--- config.mk ---
export PLATFORM = sky130hd
export DESIGN_NAME = taxi_meter_ctrl
export DESIGN_NICKNAME = d
export VERILOG_FILES = /design/src/rtl/taxi_pkg.sv /design/src/rtl/taxi_fare_calc.sv /design/src/rtl/taxi_meter_ctrl.sv
export SDC_FILE = /design/constraint.sdc
export NUM_CORES = 1
export LEC_CHECK = 0
export ABC_AREA = 1
export BUFFER_PORTS_ARGS = -buffer_cell sky130_fd_sc_hd__buf_2
export CORE_UTILIZATION = 38
export DETAILED_ROUTE_END_ITERATION = 8
export PLACE_DENSITY = 0.57
export SYNTH_ARGS = -nofsm -noshare
export SYNTH_HDL_FRONTEND = slang
export SYNTH_SLANG_ARGS = --single-unit
--- constraint.sdc ---
create_clock -name clk -period 2.46 [get_ports clk]
set_input_delay 0.492 -clock clk [delete_from_list [all_inputs] [get_ports clk]]
set_output_delay 0.492 -clock clk [all_outputs]
set_load 0.05 [all_outputs]
--- src/rtl/taxi_pkg.sv ---
// Shared types and fare constants for the taxi meter trip controller.
package taxi_pkg;

  typedef enum logic [1:0] {
    ST_IDLE = 2'd0,
    ST_RUN  = 2'd1,
    ST_HLD  = 2'd2,
    ST_DONE = 2'd3
  } taxi_state_e;

  localparam int W_DEF     = 16;
  localparam int BASE      = 5;
  localparam int FREE_DIST = 3;
  localparam int RATE_DIST = 2;
  localparam int OFFSET    = 1;

endpackage

--- src/rtl/taxi_fare_calc.sv ---
// Combinational fare function of distance and minutes, saturated to W bits.
module taxi_fare_calc
  import taxi_pkg::*;
#(
  parameter int W = W_DEF
) (
  input  logic [W-1:0] distance,
  input  logic [W-1:0] minute,
  output logic [W-1:0] fare
);

  // Two extra bits hold minute + 2*distance without overflow.
  localparam int FW = W + 2;

  logic [FW-1:0] dist_ext;
  logic [FW-1:0] min_ext;
  logic [FW-1:0] raw;

  always_comb begin
    dist_ext = FW'(distance);
    min_ext  = FW'(minute);
    if (distance < W'(FREE_DIST)) begin
      raw = min_ext + FW'(BASE);
    end else begin
      raw = min_ext + (FW'(RATE_DIST) * dist_ext) - FW'(OFFSET);
    end
    if (|raw[FW-1:W]) begin
      fare = '1;
    end else begin
      fare = raw[W-1:0];
    end
  end

endmodule

--- src/rtl/taxi_meter_ctrl.sv ---
// Taxi trip controller: trip FSM, edge detectors, minute prescaler,
// saturating distance/minute counters and a registered fare.
module taxi_meter_ctrl
  import taxi_pkg::*;
#(
  parameter int TICKS_PER_MIN = 60,
  parameter int W             = W_DEF
) (
  input  logic         clk,
  input  logic         rst,
  input  logic         start,
  input  logic         stop,
  input  logic         hold,
  input  logic         clear,
  input  logic         wheel,
  input  logic         tick,
  output logic [W-1:0] distance,
  output logic [W-1:0] minute,
  output logic [W-1:0] fare,
  output logic         fare_valid,
  output logic         busy,
  output logic [1:0]   state
);

  localparam int PW = (TICKS_PER_MIN > 1) ? $clog2(TICKS_PER_MIN) : 1;
  localparam logic [PW-1:0] PMAX = PW'(TICKS_PER_MIN - 1);

  taxi_state_e   state_q, state_d;
  logic [W-1:0]  dist_q, dist_d;
  logic [W-1:0]  min_q, min_d;
  logic [W-1:0]  fare_q, fare_d;
  logic [PW-1:0] presc_q, presc_d;
  logic          fare_valid_q, fare_valid_d;
  logic          busy_q, busy_d;
  logic          start_q, stop_q, clear_q, wheel_q;

  logic          start_rise, stop_rise, clear_rise, wheel_rise;
  logic          count_en;
  logic [W-1:0]  fare_calc;

  taxi_fare_calc #(.W(W)) u_fare (
    .distance (dist_q),
    .minute   (min_q),
    .fare     (fare_calc)
  );

  always_comb begin
    start_rise = start & ~start_q;
    stop_rise  = stop  & ~stop_q;
    clear_rise = clear & ~clear_q;
    wheel_rise = wheel & ~wheel_q;
  end

  always_comb begin
    state_d  = state_q;
    dist_d   = dist_q;
    min_d    = min_q;
    presc_d  = presc_q;
    count_en = 1'b0;

    unique case (state_q)
      ST_IDLE: begin
        if (start_rise) begin
          state_d = ST_RUN;
          dist_d  = '0;
          min_d   = '0;
          presc_d = '0;
        end
      end
      ST_RUN: begin
        // Stop beats hold, and events in the stop cycle still count.
        if (stop_rise) begin
          state_d  = ST_DONE;
          count_en = 1'b1;
        end else if (hold) begin
          state_d = ST_HLD;
        end else begin
          count_en = 1'b1;
        end
      end
      ST_HLD: begin
        if (stop_rise) begin
          state_d = ST_DONE;
        end else if (!hold) begin
          state_d = ST_RUN;
        end
      end
      ST_DONE: begin
        if (clear_rise) begin
          state_d = ST_IDLE;
        end
      end
      default: state_d = ST_IDLE;
    endcase

    if (count_en) begin
      if (wheel_rise && (dist_q != '1)) begin
        dist_d = dist_q + W'(1);
      end
      if (tick) begin
        if (presc_q == PMAX) begin
          presc_d = '0;
          if (min_q != '1) begin
            min_d = min_q + W'(1);
          end
        end else begin
          presc_d = presc_q + PW'(1);
        end
      end
    end

    busy_d       = (state_d == ST_RUN) || (state_d == ST_HLD);
    // One cycle behind DONE entry so the fare register has caught up.
    fare_valid_d = (state_q == ST_DONE) && (state_d == ST_DONE);
    fare_d       = fare_calc;
  end

  always_ff @(posedge clk or posedge rst) begin
    if (rst) begin
      state_q      <= ST_IDLE;
      dist_q       <= '0;
      min_q        <= '0;
      fare_q       <= '0;
      presc_q      <= '0;
      fare_valid_q <= 1'b0;
      busy_q       <= 1'b0;
      start_q      <= 1'b0;
      stop_q       <= 1'b0;
      clear_q      <= 1'b0;
      wheel_q      <= 1'b0;
    end else begin
      state_q      <= state_d;
      dist_q       <= dist_d;
      min_q        <= min_d;
      fare_q       <= fare_d;
      presc_q      <= presc_d;
      fare_valid_q <= fare_valid_d;
      busy_q       <= busy_d;
      start_q      <= start;
      stop_q       <= stop;
      clear_q      <= clear;
      wheel_q      <= wheel;
    end
  end

  always_comb begin
    distance   = dist_q;
    minute     = min_q;
    fare       = fare_q;
    fare_valid = fare_valid_q;
    busy       = busy_q;
    state      = state_q;
  end

endmodule

== Word level (Yosys, flattened, before mapping) ==
Cells that the tools add are included.

* Output and inout bits: 52
* Input bits: 8
* Word-level logic and storage cells: 67
* Flip-flop bits (word level): 62

* Eq/ne operators: 9
* $add $sub $neg: 6
* $lt $le $gt $ge: 1
* Bitwise logic cells: 8
* Reduce and logical (&&, ||, !) cells: 5
* Mux-type cells: 27

{| class="wikitable"
|+ Operator list
! kind !! number
|-
| $mux 16 || 11
|-
| $add 16x1->16 const B || 2
|-
| $ne 16x16->1 const B || 2
|-
| $mux 6 || 5
|-
| $add 16x17->18 || 1
|-
| $mux 18 || 1
|-
| $sub 18x1->18 const B || 1
|-
| $add 16x3->17 const B || 1
|-
| $lt 16x2->1 const B || 1
|-
| $mux 2 || 6
|-
| $eq 2x2->1 const B || 4
|-
| $pmux 2 s4 || 1
|-
| $add 6x1->6 const B || 1
|-
| $eq 6x6->1 const B || 1
|-
| $and 1x1->1 || 4
|-
| $eq 2x1->1 const B || 2
|-
| $not 1->1 || 4
|-
| $mux 1 || 3
|-
| $logic_and 1x1->1 || 2
|-
| $logic_not 2->1 || 1
|-
| $reduce_or 2->1 || 1
|-
| $logic_or 1x1->1 || 1
|}

== Logic depth before layout (Yosys ltp) ==
* Word-level depth: 8
* Depth in mapped cells: 19
* Depth with buffers taken out: 18

== Hierarchy ==
From an unflattened synthesis, not the netlist that was laid out.

* Cell total of the unflattened synthesis: 826
* Area, all modules: 5,400.2 sq um

{| class="wikitable"
|+ By module, submodules not included
! module !! times used !! area an instance (sq um) !! cells each !! seq. area each (sq um)
|-
| taxi_meter_ctrl || 1 || 3,440.8 || 449 || 1,551.5
|-
| taxi_fare_calc || 1 || 1,959.4 || 377 || 0.0
|}

== Least setup slack after synthesis ==
OpenSTA, ideal clock, no wires.

* Path kind: register -> register
* From: reg dist_q[0] (netlist: distance[0])
* To: reg fare_q[7] (netlist: fare[7])
* Data required time: 2.339 ns
* Period minus slack after synthesis: 2.794 ns
* Arrival time: 2.673 ns
* Slack: -0.334 ns
* Cell stages (with the launch flop): 20
* Buffers on the path: 1
* Setup time: 0.121 ns
* Cells stage by stage: dfrtp_1 inv_1 ha_1 inv_1 ha_1 inv_1 fa_1 inv_1 nand2_1 nand2_1 nand3_1 nand2_2 nand2_2 nand2_2 nand2_2 nand2_2 nor2_4 nor2_8 buf_12 nand2_2

* Longest elaborated chain between the ends: 5
* Elaborated cells between the ends (all ways): 6
* Classes of those cells: 2 x add/sub; 1 x order compare; 2 x mux; 1 x reduce/logical

{| class="wikitable"
|+ Ends and longest elaborated chain
! what !! RTL line !! RTL
|-
| from (decl) || taxi_meter_ctrl.sv:29 || <nowiki>logic [W-1:0] dist_q, dist_d;</nowiki>
|-
| from (signal assigned) || taxi_meter_ctrl.sv:133 || <nowiki>dist_q <= dist_d;</nowiki>
|-
| $add 16x17->18 || taxi_fare_calc.sv:25 || <nowiki>raw = min_ext + (FW'(RATE_DIST) * dist_ext) - FW'(OFFSET);</nowiki>
|-
| $sub 18x1->18 || taxi_fare_calc.sv:25 ||
|-
| $mux 18 * || taxi_fare_calc.sv:22 || <nowiki>if (distance < W'(FREE_DIST)) begin</nowiki>
|-
| $reduce_or 2->1 || taxi_fare_calc.sv:27 || <nowiki>if (|raw[FW-1:W]) begin</nowiki>
|-
| $mux 16 * || taxi_fare_calc.sv:27 ||
|-
| via fare_calc[7] || taxi_meter_ctrl.sv:39 || <nowiki>logic [W-1:0] fare_calc;</nowiki>
|-
| to (signal assigned) || taxi_meter_ctrl.sv:135 || <nowiki>fare_q <= fare_d;</nowiki>
|-
| to (decl) || taxi_meter_ctrl.sv:31 || <nowiki>logic [W-1:0] fare_q, fare_d;</nowiki>
|}

The timed path passes the listed nets; every way through them passes the cells marked *.

== Final worst setup path ==
* From: reg dist_q[0] (netlist: distance[0])
* To: reg fare_q[2] (netlist: fare[2])

Same word-level chain as after synthesis.

==> impl_metrics.tcl <==
set metrics [dict create \
    grt_max_degree 25 \
    drt_pass1_iterations 5 \
    gr-usage-met1_pct 32.0 \
    design_area_um2 6310 \
    diodes 0 \
    clk_pin_slew_ps 60 \
    required_ps 2680 \
    dp_slack_ps -46.8 \
    drtIter0Drc 328 \
    cp-end-kind "flip-flop" \
    fin_crit_sh_pct 95.9 \
    die_w_um 116 \
    yosysUniqueCellTypes 37 \
    worst_pin_slew_ps 621 \
    worstReg2RegStart "distance[0]" \
    drive_above_1_share_pct 29.9 \
    regToRegSetupSlack_ps 100 \
    syn_area_um2 4920 \
    crit_family "simple AND/OR/NAND/NOR gates" \
    drc 0 \
    cp_common_cell "nand2_2" \
    ios 60 \
    area_delta_synth_final_pct 28.3 \
    ff2ff_path_depth 19 \
    cp.arrival_ps 2580 \
    ys_seq_area_share_pct 31.5 \
    postCtsHoldBufs 0 \
    fmax_mhz 424 \
    die_area_um2 13400 \
    hold_class "in -> async" \
    synth_compound_area_share_pct 10.7 \
    slew_headroom_pct 58.5 \
    placed_area_um2 5840 \
    initial_utilization_pct 39.0 \
    dpl.hpwl_um 11900 \
    antenna_left 0 \
    ys_ff_latch 62 \
    ys_warn_count 0 \
    synthXorXnorAreaFrac_pct 2.67 \
    cts_buffer_depth 2 \
    fin_nets 892 \
    busiest_layer "met2" \
    synth_nets 771 \
    skew_ps 7.48 \
    max_stage_delay_ps 400 \
    fin_crit_ps 2360 \
    worst_slack_ps 101 \
    track_usage_pct 23.7 \
    wl_per_cell_um 14.5 \
    synth.area.mux_share_pct 0 \
    critPathSlowestCell "dfrtp_2" \
    root_buffer "clkbuf_16" \
    critPathKind "reg -> reg" \
    cts_tree "yes" \
    grt_pass1_vias 4658 \
    cts_buffers 9 \
    globalplace.congestion 0.948 \
    finalHoldViolCount 0 \
    clkLatencyLatePin_ps 340 \
    synth_cells 727 \
    outcome "complete, no violations" \
    core_area_um2 12600 \
    postLayoutCoreUtil_pct 50.0 \
    fin_hold_ws_ps 138 \
    synth_top_family_by_area "simple AND/OR/NAND/NOR gates" \
    wirelength_um 14900 \
    cts_sinks 62 \
    vias 5010 \
    grt_pass1_wl_um 24000 \
    drv_slew 0 \
    grt_overflow 0 \
    port_buffers 59 \
    crit_buf_inv 5 \
    path_cells "inv_2 > ha_4 > inv_2 > ha_4 > inv_2 > fa_2 > inv_2 > nand2_2 > nand2_2 > nand3_2 > nand2_2 > nand2_2 > nand2_2 > nand2_2 > nand2_2 > nor2_4 > nor2_8 > buf_12 > nand2_1" \
    antenna_found_initial 0 \
    grt_util_met2_pct 38.1 \
    setup_violations 0 \
    cap_viol_max_count 0 \
    startpoint "distance[0]" \
    die_y_um 116 \
    r2r-end "fare[2]" \
    syn_avg_cell_area_um2 6.77 \
    h-tree-depth 3 \
    cp_max_fo 8 \
    grt_use_met3_pct 4.18 \
    synth_simple_gate_area_share_pct 33.6 \
    row_count 41 \
    via_per_inst 4.89 \
    synthAdderAreaFrac_pct 9.31 \
    worstSetupStartpointType "flip-flop" \
]
==> worst max path at each step <==
stage / to / slack [ps] / depth (start not counted)
floorplan: fare[7] / -30 / 19
global placement: fare[15] / -0.6 / 12
detailed placement: fare[15] / -50 / 14
CTS: fare[1] / 20 / 19
global route: fare[5] / -20 / 19
finish: fare[2] / 100 / 19
==> flip-flops by register name (all words and copies together), names as in the netlist <==
name and count:
minute 16, busy 1, state 2, distance 16, presc_q 6, clear_q 1
fare 16, start_q 1, wheel_q 1, fare_valid 1, stop_q 1
==> layout by cell type, fill, tap and decap left out, types with 3 or more instances in the layout <==
master and instances:
o21bai_1 3, a21oi_1 29, ha_2 3, nand3b_1 4, o21ai_1 25, ha_4 6, inv_1 116, o22ai_1 6
inv_2 24, buf_2 59, nand3_1 51, dfrtp_2 29, clkbuf_16 9, dfrtp_1 33, nand2_1 176, xor2_1 14
ha_1 26, a21oi_2 6, nor3_1 13, nor3_2 5, o21ai_0 24, nand4_1 11, nor2_2 7, nand2_2 28
nor2_1 60, buf_4 58
==> per-stage QoR <==
step / setup TNS, ps / cells
after floorplan: -258 / 727
final: 0 / 1025
after global placement: -0.635 / 1004
after global routing: -119 / 1025
after CTS: 0 / 1022
after detailed placement: -124 / 1004
==> per-layer routing <==
metal | vias up | wire length [um]
met2 | 142 | 6900
met1 | 2303 | 6950
li1 | 2540 | -
met3 | 25 | 721
met4 | 0 | 344
met5 | - | 0
==> logic make-up after synthesis <==
| group | after synthesis |
|---|---|
| AOI/OAI and AO/OA | 98 |
| xor gates and xnor gates | 15 |
| adders and majority gates | 36 |
| buffers and inverters | 151 |
| DFF | 62 |
| and+or+nand+nor | 365 |
==> cell type report <==
type / instances / area (um2)
repair buffers: 119 / 771
clock buffers: 12 / 246
multi-input cells: 514 / 2910
flip-flops and latches: 62 / 1590
well taps: 172 / 215
fillers: 1262 / 6310
inverters: 142 / 536
clock inverters: 4 / 48.8
==> worst reg2reg max path, cell delays in order (launching register included) <==
cell	delay (ps)
dfrtp_2	400
inv_2	80
ha_4	200
inv_2	60
ha_4	120
inv_2	40
fa_2	360
inv_2	60
nand2_2	40
nand2_2	60
nand3_2	80
nand2_2	110
nand2_2	60
nand2_2	70
nand2_2	50
nand2_2	70
nor2_4	60
nor2_8	120
buf_12	140
nand2_1	50
==> cells in the mapped netlist <==
cell type	count	share of area, %
nand3_2	1	0.20
fa_1	1	0.41
or2_2	1	0.13
o211ai_1	1	0.15
inv_2	18	1.4
o21ai_2	1	0.18
buf_4	2	0.31
buf_12	1	0.41
nor2_8	1	0.41
a21oi_1	32	3.3
a21oi_2	3	0.53
ha_1	35	8.9
nand4_2	1	0.25
nand2_4	2	0.46
nand2_2	21	2.7
a31oi_1	2	0.25
or2_1	1	0.13
nand3_1	52	5.3
xnor2_1	1	0.18
nand4_1	11	1.4
nor2_1	61	4.7
nand3b_1	4	0.61
buf_2	5	0.51
inv_1	123	9.4
nor3_2	4	0.81
clkbuf_1	1	0.076
nor2_4	2	0.46
o21ai_0	24	2.4
nand2_1	183	14
xor2_1	14	2.5
nor3_1	14	1.4
clkinv_1	1	0.076
o21bai_1	4	0.61
dfrtp_1	62	32
o21ai_1	25	2.5
o22ai_1	6	0.76
nor2_2	6	0.76
==> timing repair <==
item | CTS | global route
gates resized for setup | 0 | 29
setup buffers | 2 | 3
setup endpoints to repair | 8 | 16
pin swaps | 1 | 4
Power is left out: the tool's default activity adds up to more than one toggle a clock period on the data nets, which glitch-free logic cannot reach.
